--- src/rtl/mhsa_host_ctrl.sv ---
// -----------------------------------------------------------------------------
// mhsa_host_ctrl
//
// Host-side job sequencer for an attention accelerator. A job command gives an
// input region and an output region inside the accelerator buffer. The block:
//   1. streams input words into the buffer,
//   2. pulses start,
//   3. waits for done,
//   4. reads the output region back and presents it as a valid/ready stream.
// All buffer addresses wrap modulo LENGTH. Lengths above LENGTH are clamped.
//
// Optional feature: define MHSA_HOST_TIMEOUT_EN to enable a WAIT watchdog.
// After TIMEOUT_CYCLES cycles in WAIT without done, err_timeout is set and the
// job finishes without reading results. err_timeout stays set until reset or
// until the next command is accepted. Without the macro, WAIT waits forever
// and err_timeout is tied to 0.
//
// Ports
//   clk, rst_n                    clock, asynchronous active-low reset
//   cmd_valid/cmd_ready           command handshake
//   cmd_in_base/cmd_out_base      region bases (AW bits)
//   cmd_in_len/cmd_out_len        region lengths in words (AW+1 bits)
//   in_valid/in_ready/in_data     input word stream
//   out_valid/out_ready/out_data  result word stream
//   start/done                    accelerator kick and completion
//   input_base/output_base        accelerator region bases
//   soc_write_en/soc_addr         accelerator buffer port; read data
//   soc_data_in/soc_data_out        (soc_data_out) arrives one cycle after
//                                   the address
//   busy                          high when not idle
//   job_done                      one-cycle pulse at job end
//   err_timeout                   sticky watchdog flag
// -----------------------------------------------------------------------------
module mhsa_host_ctrl #(
   parameter int  WIDTH          = 64,
   parameter int  LENGTH         = 4096,
   parameter int  TIMEOUT_CYCLES = 1000000,
   localparam int AW             = $clog2(LENGTH)
) (
   input  logic             clk,
   input  logic             rst_n,
   input  logic             cmd_valid,
   output logic             cmd_ready,
   input  logic [AW-1:0]    cmd_in_base,
   input  logic [AW-1:0]    cmd_out_base,
   input  logic [AW:0]      cmd_in_len,
   input  logic [AW:0]      cmd_out_len,
   input  logic             in_valid,
   output logic             in_ready,
   input  logic [WIDTH-1:0] in_data,
   output logic             out_valid,
   input  logic             out_ready,
   output logic [WIDTH-1:0] out_data,
   output logic             start,
   input  logic             done,
   output logic [AW-1:0]    input_base,
   output logic [AW-1:0]    output_base,
   output logic             soc_write_en,
   output logic [AW-1:0]    soc_addr,
   output logic [WIDTH-1:0] soc_data_in,
   input  logic [WIDTH-1:0] soc_data_out,
   output logic             busy,
   output logic             job_done,
   output logic             err_timeout
);

   localparam logic [AW:0]   LEN_MAX = (AW+1)'(LENGTH);
   localparam logic [AW+1:0] LEN_MOD = (AW+2)'(LENGTH);
   localparam logic [AW:0]   ONE     = (AW+1)'(1);

   typedef enum logic [2:0] {
      S_IDLE    = 3'd0,
      S_LOAD    = 3'd1,
      S_KICK    = 3'd2,
      S_WAIT    = 3'd3,
      S_RD_ADDR = 3'd4,
      S_RD_DATA = 3'd5,
      S_HOLD    = 3'd6,
      S_FIN     = 3'd7
   } state_t;

   // Lengths above the buffer depth are clamped to the buffer depth.
   function automatic logic [AW:0] clamp_len(input logic [AW:0] len);
      logic [AW:0] res;
      if (len > LEN_MAX) begin
         res = LEN_MAX;
      end else begin
         res = len;
      end
      return res;
   endfunction

   // (base + off) mod LENGTH. base may exceed LENGTH-1 when LENGTH is not a
   // power of two, so the sum is below 3*LENGTH and two folds suffice.
   function automatic logic [AW-1:0] wrap_addr(input logic [AW-1:0] base,
                                               input logic [AW:0]   off);
      logic [AW+1:0] sum;
      sum = {2'b00, base} + {1'b0, off};
      sum = (sum >= LEN_MOD) ? (sum - LEN_MOD) : sum;
      sum = (sum >= LEN_MOD) ? (sum - LEN_MOD) : sum;
      return sum[AW-1:0];
   endfunction

   state_t           r_state;
   state_t           w_next;
   logic             r_live;       // low in reset, high from the first edge after release
   logic [AW-1:0]    r_in_base;
   logic [AW-1:0]    r_out_base;
   logic [AW:0]      r_in_len;
   logic [AW:0]      r_out_len;
   logic [AW:0]      r_cnt;
   logic [WIDTH-1:0] r_out_data;

   logic             w_cmd_ready;
   logic             w_in_ready;
   logic             w_we;
   logic [AW-1:0]    w_addr;
   logic [WIDTH-1:0] w_wdata;
   logic             w_start;
   logic             w_out_valid;
   logic             w_job_done;

`ifdef MHSA_HOST_TIMEOUT_EN
   localparam int TW = $clog2(TIMEOUT_CYCLES + 1);
   logic [TW-1:0] r_wait_cnt;
   logic          r_err_timeout;
   logic          w_timeout;
`endif

   // Next-state and per-state output decode.
   always_comb begin
      w_next      = r_state;
      w_cmd_ready = 1'b0;
      w_in_ready  = 1'b0;
      w_we        = 1'b0;
      w_addr      = '0;
      w_wdata     = '0;
      w_start     = 1'b0;
      w_out_valid = 1'b0;
      w_job_done  = 1'b0;
`ifdef MHSA_HOST_TIMEOUT_EN
      w_timeout   = 1'b0;
`endif
      case (r_state)
         S_IDLE: begin
            w_cmd_ready = r_live;
            if (cmd_valid && r_live) begin
               if (cmd_in_len == '0) begin
                  w_next = S_KICK;
               end else begin
                  w_next = S_LOAD;
               end
            end else begin
               w_next = S_IDLE;
            end
         end
         S_LOAD: begin
            w_in_ready = 1'b1;
            if (in_valid) begin
               w_we    = 1'b1;
               w_addr  = wrap_addr(r_in_base, r_cnt);
               w_wdata = in_data;
               if (r_cnt == r_in_len - ONE) begin
                  w_next = S_KICK;
               end else begin
                  w_next = S_LOAD;
               end
            end else begin
               w_next = S_LOAD;
            end
         end
         S_KICK: begin
            w_start = 1'b1;
            w_next  = S_WAIT;
         end
         S_WAIT: begin
            if (done) begin
               if (r_out_len == '0) begin
                  w_next = S_FIN;
               end else begin
                  w_next = S_RD_ADDR;
               end
            end
`ifdef MHSA_HOST_TIMEOUT_EN
            else if (r_wait_cnt == TW'(TIMEOUT_CYCLES - 1)) begin
               w_next    = S_FIN;
               w_timeout = 1'b1;
            end
`endif
            else begin
               w_next = S_WAIT;
            end
         end
         S_RD_ADDR: begin
            w_addr = wrap_addr(r_out_base, r_cnt);
            w_next = S_RD_DATA;
         end
         S_RD_DATA: begin
            w_next = S_HOLD;
         end
         S_HOLD: begin
            w_out_valid = 1'b1;
            if (out_ready) begin
               if (r_cnt == r_out_len - ONE) begin
                  w_next = S_FIN;
               end else begin
                  w_next = S_RD_ADDR;
               end
            end else begin
               w_next = S_HOLD;
            end
         end
         S_FIN: begin
            w_job_done = 1'b1;
            w_next     = S_IDLE;
         end
         default: begin
            w_next = S_IDLE;
         end
      endcase
   end

   // State register.
   always_ff @(posedge clk or negedge rst_n) begin
      if (!rst_n) begin
         r_state <= S_IDLE;
      end else begin
         r_state <= w_next;
      end
   end

   // Job fields, word counter and result register.
   always_ff @(posedge clk or negedge rst_n) begin
      if (!rst_n) begin
         r_live     <= 1'b0;
         r_in_base  <= '0;
         r_out_base <= '0;
         r_in_len   <= '0;
         r_out_len  <= '0;
         r_cnt      <= '0;
         r_out_data <= '0;
      end else begin
         r_live <= 1'b1;
         case (r_state)
            S_IDLE: begin
               if (cmd_valid && w_cmd_ready) begin
                  r_in_base  <= cmd_in_base;
                  r_out_base <= cmd_out_base;
                  r_in_len   <= clamp_len(cmd_in_len);
                  r_out_len  <= clamp_len(cmd_out_len);
                  r_cnt      <= '0;
               end
            end
            S_LOAD: begin
               if (in_valid) begin
                  r_cnt <= r_cnt + ONE;
               end
            end
            S_WAIT: begin
               if (done) begin
                  r_cnt <= '0;
               end
            end
            S_RD_DATA: begin
               r_out_data <= soc_data_out;
            end
            S_HOLD: begin
               if (out_ready) begin
                  r_cnt <= r_cnt + ONE;
               end
            end
            default: begin
            end
         endcase
      end
   end

`ifdef MHSA_HOST_TIMEOUT_EN
   // WAIT-cycle watchdog and its sticky error flag.
   always_ff @(posedge clk or negedge rst_n) begin
      if (!rst_n) begin
         r_wait_cnt    <= '0;
         r_err_timeout <= 1'b0;
      end else begin
         if (r_state == S_KICK) begin
            r_wait_cnt <= '0;
         end else if (r_state == S_WAIT) begin
            r_wait_cnt <= r_wait_cnt + TW'(1);
         end
         if (cmd_valid && w_cmd_ready) begin
            r_err_timeout <= 1'b0;
         end else if (w_timeout) begin
            r_err_timeout <= 1'b1;
         end
      end
   end
   assign err_timeout = r_err_timeout;
`else
   assign err_timeout = 1'b0;
`endif

   assign cmd_ready    = w_cmd_ready;
   assign in_ready     = w_in_ready;
   assign soc_write_en = w_we;
   assign soc_addr     = w_addr;
   assign soc_data_in  = w_wdata;
   assign start        = w_start;
   assign out_valid    = w_out_valid;
   assign out_data     = r_out_data;
   assign job_done     = w_job_done;
   assign busy         = (r_state != S_IDLE);
   assign input_base   = r_in_base;
   assign output_base  = r_out_base;

endmodule

--- config.mk ---
export PLATFORM = sky130hd
export DESIGN_NAME = mhsa_host_ctrl
export DESIGN_NICKNAME = d
export VERILOG_FILES = /design/src/rtl/mhsa_host_ctrl.sv
export SDC_FILE = /design/constraint.sdc
export NUM_CORES = 1
export LEC_CHECK = 0
export CORE_ASPECT_RATIO = 0.5
export CORE_MARGIN = 2
export CORE_UTILIZATION = 36
export CTS_CLUSTER_SIZE = 24
export DETAILED_ROUTE_END_ITERATION = 16
export PLACE_DENSITY = 0.79
export SETUP_SLACK_MARGIN = 0.15
export SLEW_MARGIN = 15
export SYNTH_ARGS = -nofsm -noshare
export SYNTH_HDL_FRONTEND = slang
export SYNTH_SLANG_ARGS = --single-unit
--- constraint.sdc ---
create_clock -name clk -period 3 [get_ports clk]
set_clock_uncertainty 0.05 [all_clocks]
set_input_delay 0.6 -clock clk [delete_from_list [all_inputs] [get_ports clk]]
set_output_delay 0.6 -clock clk [all_outputs]
set_load 0.005 [all_outputs]
[Word level (Yosys, flattened, before mapping)]
Cells that the tools add are included.
Operators by class
  reductions and logical operators: 9
  $add $sub $neg: 9
  eq/ne operators: 13
  multiplexer cells: 31
  magnitude comparators: 6
Operator list (number)
  $mux W64: 2
  $mux W13: 6
  $ge A14 B13 Y1 const B: 4
  $pmux W13 S4: 1
  $mux W12: 3
  $add A12 B13 Y14: 2
  $mux W14: 2
  $sub A14 B13 Y14 const B: 2
  $eq A13 B13 Y1: 2
  $gt A13 B13 Y1 const B: 2
  $logic_not A13 Y1: 2
  $sub A13 B1 Y13 const B: 2
  $pmux W12 S2: 1
  $pmux W3 S8: 1
  $sub A12 B1 Y12 const B: 2
  $add A13 B1 Y13 const B: 1
  $eq A3 B3 Y1 const B: 4
  $mux W3: 4
  $mux W2: 4
  $ne A2 B2 Y1 const B: 4
  $mux W1: 7
  $eq A3 B2 Y1 const B: 2
  $reduce_and A5 Y1: 1
  $reduce_bool A4 Y1: 1
  5 further kinds: 6
Word-level totals
  logic and storage cells: 76
  output and inout port bits: 172
  flip-flop bits (word level): 131
  input bits: 184

[Logic depth before layout (Yosys ltp)]
Gate-level depths: netlist (run 1).
  word-level depth: 7
  mapped depth: 9

[Least setup slack after synthesis (run 1)]
Ideal clock, no wire load.
  path type: register to output
  start: register r_cnt[0]
  end: output soc_addr[10]
  arrival: 2.279 ns
  required time: 2.350 ns
  cell stages (with the launch flop): 9
  buffers on the path: 0
  slack: 0.071 ns
  path through: dfrtp_1 -> ha_1 -> fa_1 -> a21o_1 -> a211oi_1 -> o21ai_0 -> a2111oi_0 -> or4_1 -> nand3_1
On the way
  word-level cells in the longest chain between the ends: 7
  elaborated cells on any way between the ends: 16
  classes of those cells: add/sub: 6; order compare: 4; mux: 6
RTL lines
  start: declaration: RTL line 111  | logic [AW:0] r_cnt;
  start signal: assignment: RTL line 256  | r_cnt <= r_cnt + ONE;
  start signal: assignment: RTL line 269  | r_cnt <= r_cnt + ONE;
  $add A12 B13 Y14: RTL line 98  | sum = {2'b00, base} + {1'b0, off};
  $sub A14 B13 Y14 or $ge A14 B13 Y1 (tied branches): RTL line 99  | sum = (sum >= LEN_MOD) ? (sum - LEN_MOD) : sum;
  $mux W14: RTL line 99
  $sub A12 B1 Y12 or $ge A14 B13 Y1 (tied branches): RTL line 100  | sum = (sum >= LEN_MOD) ? (sum - LEN_MOD) : sum;
  $mux W12: RTL line 100
  $mux W12: RTL line 159  | if (in_valid) begin
  $pmux W12 S2 *: RTL line 144  | case (r_state)
  end: declaration: RTL line 59  | output logic [AW-1:0] soc_addr,
Mark *: on every way between the ends. The rest lies on a longest branch, timed or not.

[Final worst setup path (run 1)]
Same ends and word-level chain as after synthesis.

==> results of run 1 <==
==> what timing repair did <==
item,CTS,global route
gates resized for setup,133,17
hold buffers,0,0
setup endpoints to repair,78,14
setup buffers,5,1
gates cloned,3,0
pin swaps,17,3
==> worst min path at each step <==
stage	startpoint	endpoint	slack [ns]	depth (start not counted)
floorplan	rst_n	input_base[0]	0.25	0
global placement	out_data[47]	out_data[47]	0.44	1
detailed placement	out_data[4]	out_data[4]	0.44	1
CTS	rst_n	input_base[11]	0.16	1
global route	rst_n	output_base[2]	0.19	1
finish	rst_n	output_base[2]	0.16	1
==> metal layers <==
metal	GRT usage, %	routed length, microns	vias to the layer above
met2	40.1	13500	251
met5	0	0	-
met1	34.1	12500	3699
met4	7.85	562	0
met3	5.07	1590	41
li1	-	-	3453
==> registers in the layout, summed over array words and instances, names as in the netlist <==
signal and flops:
out_data 64, r_out_len 13, r_state 3, r_live 1, r_in_len 13, output_base 12, r_cnt 13, input_base 12
==> power groups by stage <==
stage | combinational, uW | sequential [uW] | clock [uW]
floorplan | 3140 | 3190 | 0
global placement | 6160 | 3260 | 0
detailed placement | 6330 | 3330 | 0
CTS | 6700 | 3330 | 2030
global route | 7260 | 3450 | 2110
finish | 6800 | 3340 | 1980
==> layout by cell type, fill, tap and decap left out, types with 7 or more instances in the layout <==
| master | netlist | final |
|---|---|---|
| sky130_fd_sc_hd__xor2_1 | 29 | 29 |
| sky130_fd_sc_hd__clkdlybuf4s50_1 | 0 | 276 |
| sky130_fd_sc_hd__nor2_1 | 32 | 31 |
| sky130_fd_sc_hd__nand2b_1 | 9 | 9 |
| sky130_fd_sc_hd__ha_1 | 25 | 21 |
| sky130_fd_sc_hd__buf_4 | 1 | 70 |
| sky130_fd_sc_hd__dfrtp_1 | 131 | 128 |
| sky130_fd_sc_hd__o21ai_0 | 25 | 18 |
| sky130_fd_sc_hd__o22ai_1 | 8 | 8 |
| sky130_fd_sc_hd__dlygate4sd2_1 | 0 | 68 |
| sky130_fd_sc_hd__nor4_1 | 14 | 14 |
| sky130_fd_sc_hd__xnor2_1 | 29 | 29 |
| sky130_fd_sc_hd__nand3_1 | 8 | 7 |
| sky130_fd_sc_hd__and3_1 | 70 | 69 |
| sky130_fd_sc_hd__a21oi_1 | 15 | 12 |
| sky130_fd_sc_hd__a21o_1 | 10 | 10 |
| sky130_fd_sc_hd__nor3_1 | 17 | 16 |
| sky130_fd_sc_hd__mux2_2 | 90 | 90 |
| sky130_fd_sc_hd__inv_1 | 12 | 10 |
| sky130_fd_sc_hd__or4_1 | 8 | 8 |
| sky130_fd_sc_hd__nand2_1 | 27 | 25 |
| sky130_fd_sc_hd__a22o_1 | 24 | 24 |
| sky130_fd_sc_hd__clkbuf_16 | 0 | 17 |
==> metrics by stage <==
step	setup TNS [ns]	hold WS (ns)	power [uW]	util [%]	setup WS [ns]
2_1_floorplan	0	0.254	6340	-	0.150
3_3_place_gp	-1.58	0.436	9420	57.5	-0.430
3_5_place_dp	-1.78	0.441	9670	57.5	-0.469
4_1_cts	-1.84	0.165	12100	61.2	-0.358
5_1_grt	-2.66	0.192	12800	61.4	-0.518
6_report	-1.91	0.155	12100	61.4	-0.407
==> cell type report <==
| cell class | instances | area (sq um) |
|---|---|---|
| clock inverters | 14 | 120 |
| diodes | 1 | 2.50 |
| well taps | 273 | 342 |
| clock buffers | 18 | 439 |
| repair buffers | 432 | 4150 |
| flip-flops and latches | 131 | 3280 |
| inverters | 12 | 50.0 |
| fillers | 1704 | 7970 |
| multi-input cells | 528 | 4290 |
==> logic make-up (layout without fill, tap and decap cells) <==
logic type,after synthesis,after routing,share of synthesized area (%)
adder cells (fa/ha/maj),27,27,4.64
buffers and inverters,62,476,3.22
multiplexers,91,91,13.4
flip-flops,131,131,43.1
AO/OA/AOI/OAI,126,126,12.0
XOR/XNOR,58,58,6.67
other,2,3,0.0987
AND/OR/NAND/NOR,224,224,16.9
==> impl_metrics.py, run 1 <==
metrics = {
    "floorplanning": {
        "die_w_microns": 210,
        "die_y_microns": 107,
        "initial_core_util_pct": 36.9,
        "die_area_sq_mm": 0.0224,
        "ios": 356,
        "core-area_sq_mm": 0.0206,
        "num_rows": 37,
    },
    "power_and_ir_drop": {
        "total_switching_power_uw": 4480,
        "power.combinational.fraction_pct": 56.1,
        "switching_share_pct": 36.9,
        "clock_power_share_pct": 16.4,
        "ir_drop_v": 0.000476,
        "sequential_share_of_power_pct": 27.6,
        "internal_power_uw": 7650,
        "power.density_cell_area_mw_per_mm2": 957,
        "static-leakage-power_uw": 0.00589,
    },
    "yosys": {
        "seq_area_frac_synth_pct": 43.1,
        "commonest_cells_in_the_synthesized_netlist": "sky130_fd_sc_hd__dfrtp_1 (131), sky130_fd_sc_hd__mux2_2 (90), sky130_fd_sc_hd__and3_1 (70)",
        "synth.top_cell.area_share_pct": 43.1,
        "yosysMostFrequentCell": "sky130_fd_sc_hd__dfrtp_1",
        "synth_seq_cells": 131,
        "synth-edff-count": 0,
        "post-synth-top-area-cell": "sky130_fd_sc_hd__dfrtp_1",
        "synthesized_instance_count": 721,
        "asyncSetResetFlopFracSynth_pct": 100,
        "synth_ff_type": "sky130_fd_sc_hd__dfrtp_1",
        "yosysUniqueCellTypes": 62,
        "postSynthNetCount": 932,
        "post_synth_main_area_contributors": "sky130_fd_sc_hd__dfrtp_1 (43%), sky130_fd_sc_hd__mux2_2 (13%), sky130_fd_sc_hd__and3_1 (5.8%), sky130_fd_sc_hd__ha_1 (4.1%), sky130_fd_sc_hd__xnor2_1 (3.3%)",
        "ys_warn_count": 0,
        "synthesis.area_per_instance_sq_um": 10.6,
        "synth.cell_area_sq_mm": 0.00761,
    },
    "timing": {
        "period_share_pct": 114,
        "maxSlewViolCount": 0,
        "tightestPinTransition_ns": 0.711,
        "setup-violations-final": 6,
        "rsz_0062_raised_after_global_routing": "yes",
        "maxSlewHeadroom_pct": 52.6,
        "setup_slack_ns": -0.407,
        "hold_viol": 0,
        "fmaxAchievable_mhz": 293,
        "finalWorstPathRequiredPeriod_ns": 3.41,
    },
    "place": {
        "place.detailed.instances": 1367,
        "dp_hpwl_mm": 21.4,
        "numPortBuffers": 354,
        "gp_congestion": 0.962,
        "dpl_cell_area_sq_mm": 0.0119,
    },
    "setup_path": {
        "arrival_ns": 2.76,
        "worst-setup-path-type": "register to primary output",
        "critical_path.startpoint": "r_cnt[0]",
        "cp.required_ns": 2.35,
        "critical-path-max-stage-delay_ns": 0.44,
        "worstPathMaxFanout": 3,
        "endpoint_type_of_the_worst_setup_path": "primary output",
        "critical_path.endpoint": "soc_addr[10]",
        "crit-reg2reg-launch": "r_out_len[0]",
        "timing.reg2reg.setup_slack_ns": 0.20,
        "reg2reg_to": "r_state[1]",
        "critical_path_cell_count": 9,
        "reg2regPathDepth": 6,
        "critical-path-slowest-cell": "sky130_fd_sc_hd__dfrtp_2",
        "cp_top_family": "compound AO/OA/AOI/OAI gates",
        "critPathLaunchType": "register",
        "cp_cell_sequence": "ha_4 -> fa_2 -> a21o_1 -> a211oi_2 -> o21ai_2 -> a2111oi_4 -> or4_1 -> nand3_2 -> buf_2",
        "crit_buf_inv": 1,
    },
    "status": {
        "violations_in_the_final_reports": "setup timing",
        "result_of_the_run": "finished with violations",
    },
    "clocking": {
        "clk_transition_reported_paths_ns": 0.07,
        "cts_tree": "built",
        "insertion_delay_ns": 0.42,
        "clk_root_buffer_cell": "sky130_fd_sc_hd__clkbuf_16",
        "cts-buffers-inserted": 17,
        "cts.sink_count": 131,
        "clk_path_buf_depth": 2,
        "cts_max_level": 4,
    },
    "finish": {
        "nets": 1333,
        "area.growth.synth_to_final_pct": 66.5,
        "final-instance-count-excl-fill": 1409,
        "final_area_sq_mm": 0.0127,
        "drive_above_1_share_pct": 22.1,
    },
    "grt": {
        "grt_pass1_wl_mm": 43.3,
        "grtUsageTotal_pct": 25.0,
        "grt_antenna_before_repair": 1,
        "via_count_of_the_first_global_routing_pass": 7606,
        "pin_count_of_the_biggest_net_entering_global_routing": 67,
        "grt_overflow_total": 0,
    },
    "detailed_routing": {
        "drt-pass1-iter-count": 5,
        "post_drt_via_cell_ratio": 5.28,
        "drc_errors": 0,
        "wire_length_per_cell_microns": 20.0,
        "detailedRoute.firstIterationViolations": 472,
        "routed_wl_mm": 28.2,
        "vias": 7444,
        "drtAntennaViolNets": 0,
    },
    "hold_path": {
        "min_path_type": "primary input to asynchronous set/reset pin",
    },
    "flow_run": {
        "maxCapViolations": 0,
    },
}
No activity file was read; power rests on OpenSTA's default activity.
==> inputs of run 2 (changes only) <==
--- a/config.mk
+++ b/config.mk
@@ -11,7 +11,6 @@
 export CTS_CLUSTER_SIZE = 24
 export DETAILED_ROUTE_END_ITERATION = 16
 export PLACE_DENSITY = 0.79
-export SETUP_SLACK_MARGIN = 0.15
 export SLEW_MARGIN = 15
 export SYNTH_ARGS = -nofsm -noshare
 export SYNTH_HDL_FRONTEND = slang
==> run 2 against run 1 <==
The flow still finishes with violations (setup timing). Cell count rose by 1.1%. Register-to-register slack worse by 0.06 ns. Clock power barely moved. Final area increased by 1.1%. Global-route usage shrank 0.24 points. First-iteration DRC count up 13%. Die area unchanged. Core utilization grew 0.70 points. Wire length rose by 0.63%. Fmax increased by 0.84%. Clock-buffer cell count grew 1. Highest routed layer unchanged.
==> impl_metrics.py, run 2 (synthesis gave the netlist of run 1 again) <==
metrics = {
    "clocking": {
        "clk_path_buf_depth": 2,
        "cts_hold_buffers": 0,
        "cts_tree": "built",
        "cts-buffers-inserted": 17,
        "clk_root_buffer_cell": "sky130_fd_sc_hd__clkbuf_16",
        "clk_transition_reported_paths_ns": 0.06,
        "cts.sink_count": 131,
        "cts_max_level": 4,
        "insertion_delay_ns": 0.43,
    },
    "status": {
        "violations_in_the_final_reports": "setup timing",
        "result_of_the_run": "finished with violations",
    },
    "power_and_ir_drop": {
        "power_uw": 12200,
        "ir_drop_v": 0.000553,
        "internal_power_uw": 7800,
        "total_switching_power_uw": 4430,
        "static-leakage-power_uw": 0.00565,
        "power.density_cell_area_mw_per_mm2": 953,
        "power.combinational.fraction_pct": 56.7,
        "sequential_share_of_power_pct": 26.9,
        "switching_share_pct": 36.2,
        "clock_power_share_pct": 16.4,
    },
    "detailed_routing": {
        "drc_errors": 0,
        "detailedRoute.firstIterationViolations": 533,
        "drtAntennaViolNets": 0,
        "routed_wl_mm": 28.4,
        "wire_length_per_cell_microns": 19.9,
        "vias": 7514,
        "post_drt_via_cell_ratio": 5.28,
        "drt-pass1-iter-count": 5,
    },
    "floorplanning": {
        "ios": 356,
        "die_y_microns": 107,
        "core-area_sq_mm": 0.0206,
        "initial_core_util_pct": 36.9,
        "die_area_sq_mm": 0.0224,
        "die_w_microns": 210,
        "num_rows": 37,
    },
    "setup_path": {
        "cp.required_ns": 2.35,
        "crit_buf_inv": 2,
        "arrival_ns": 2.73,
        "worstPathMaxFanout": 3,
        "worst-setup-path-type": "register to primary output",
        "critical-path-max-stage-delay_ns": 0.40,
        "critical-path-slowest-cell": "sky130_fd_sc_hd__dfrtp_1",
        "cp_top_family": "compound AO/OA/AOI/OAI gates",
        "endpoint_type_of_the_worst_setup_path": "primary output",
        "cp_cell_sequence": "buf_6 -> ha_4 -> fa_2 -> a21o_1 -> a211oi_2 -> o21ai_2 -> a41oi_2 -> mux2i_1 -> nand3_1 -> buf_2",
        "critPathLaunchType": "register",
    },
    "finish": {
        "drive_above_1_share_pct": 22.8,
        "area.growth.synth_to_final_pct": 68.4,
        "largest_register_ffs": 64,
        "final_area_sq_mm": 0.0128,
        "layout.cells.most_common": "sky130_fd_sc_hd__clkdlybuf4s50_1",
        "nets": 1349,
        "ant_cells": 0,
        "layout_common_cells": "sky130_fd_sc_hd__clkdlybuf4s50_1 (341), sky130_fd_sc_hd__dfrtp_1 (131), sky130_fd_sc_hd__mux2_2 (90)",
    },
    "place": {
        "dpl_cell_area_sq_mm": 0.0118,
        "numPortBuffers": 354,
        "gp_congestion": 1.01,
        "dp_hpwl_mm": 21.5,
    },
    "hold_path": {
        "min_path_type": "primary input to asynchronous set/reset pin",
    },
    "timing": {
        "tightestPinTransition_ns": 0.715,
        "maxSlewHeadroom_pct": 52.3,
        "rsz_0062_raised_after_global_routing": "yes",
        "setup-violations-final": 7,
        "hold_viol": 0,
        "fmaxAchievable_mhz": 296,
        "maxSlewViolCount": 0,
        "finalWorstPathRequiredPeriod_ns": 3.38,
        "hold_slack_ns": 0.111,
        "period_share_pct": 113,
        "setup_slack_ns": -0.379,
    },
    "grt": {
        "grtUsageTotal_pct": 24.7,
        "grt_antenna_before_repair": 0,
        "grt_pass1_wl_mm": 42.4,
        "grt_overflow_total": 0,
        "pin_count_of_the_biggest_net_entering_global_routing": 67,
        "via_count_of_the_first_global_routing_pass": 7406,
    },
    "flow_run": {
        "maxCapViolations": 0,
    },
}
run 2: cell count changes in the layout (fill, tap and decap cells not counted), sizes merged, moves of 2 or more:
cell,previous run,this run
buf,83,103
clkdlybuf4s50,276,341
inv,19,17
bufbuf,2,0
clkinv,7,4
clkinvlp,0,3
dlygate4sd2,68,1
run 2: per-stage QoR:
stage,TNS [ns],worst slack (ns),util (%),std cells
global route,-2.58,-0.527,62.1,1424
floorplan,0,0.0708,-,721
detailed placement,-2.02,-0.581,57.4,1368
finish,-1.70,-0.379,62.1,1424
CTS,-1.82,-0.449,61.4,1415
global placement,-1.84,-0.511,57.4,1368
run 2: layer usage:
layer  part of all wire [%]  wire, microns  GRT usage (%)  up-vias
met2                     47          13500           39.0      235
li1                       -              -              -     3494
met1                     44          12500           33.8     3746
met4                    1.9            533           6.89        0
met3                    6.6           1870           6.41       39
met5                      0              0              0        -
run 2: power by group through the flow:
| stage | combinational [uW] | clock [uW] | sequential, uW |
|---|---|---|---|
| floorplan | 3130 | 0 | 3190 |
| global placement | 6170 | 0 | 3260 |
| detailed placement | 6330 | 0 | 3300 |
| CTS | 6710 | 2050 | 3290 |
| global route | 7390 | 2140 | 3400 |
| finish | 6930 | 2000 | 3290 |
run 2: final timing paths:
kind | start | end | slack [ns] | cells past startpoint
worst max-delay path | r_cnt[0] | soc_addr[10] | -0.38 | 10
min in group clk | out_data[10] | out_data[10] | 0.45 | 1
worst max register to register | r_in_len[1] | r_state[0] | 0.14 | 8
worst min-delay path | rst_n | input_base[8] | 0.11 | 1
worst min register to register | out_data[10] | out_data[10] | 0.45 | 1
max in group asynchronous | rst_n | out_data[5] | 2.05 | 2
run 2: layout make-up:
type	count	area [sq um]
fillers	1614	7830
flip-flops and latches	131	3280
inverters	12	52.6
well taps	273	342
clock inverters	13	126
clock buffers	19	443
multi-input cells	528	4270
repair buffers	448	4310
run 2: what timing repair did:
action / in CTS / in global routing
pin swaps: 27 / 25
cloned: 1 / 0
endpoints found under the setup margin: 78 / 44
setup buffers: 15 / 11
gates resized for setup: 83 / 20
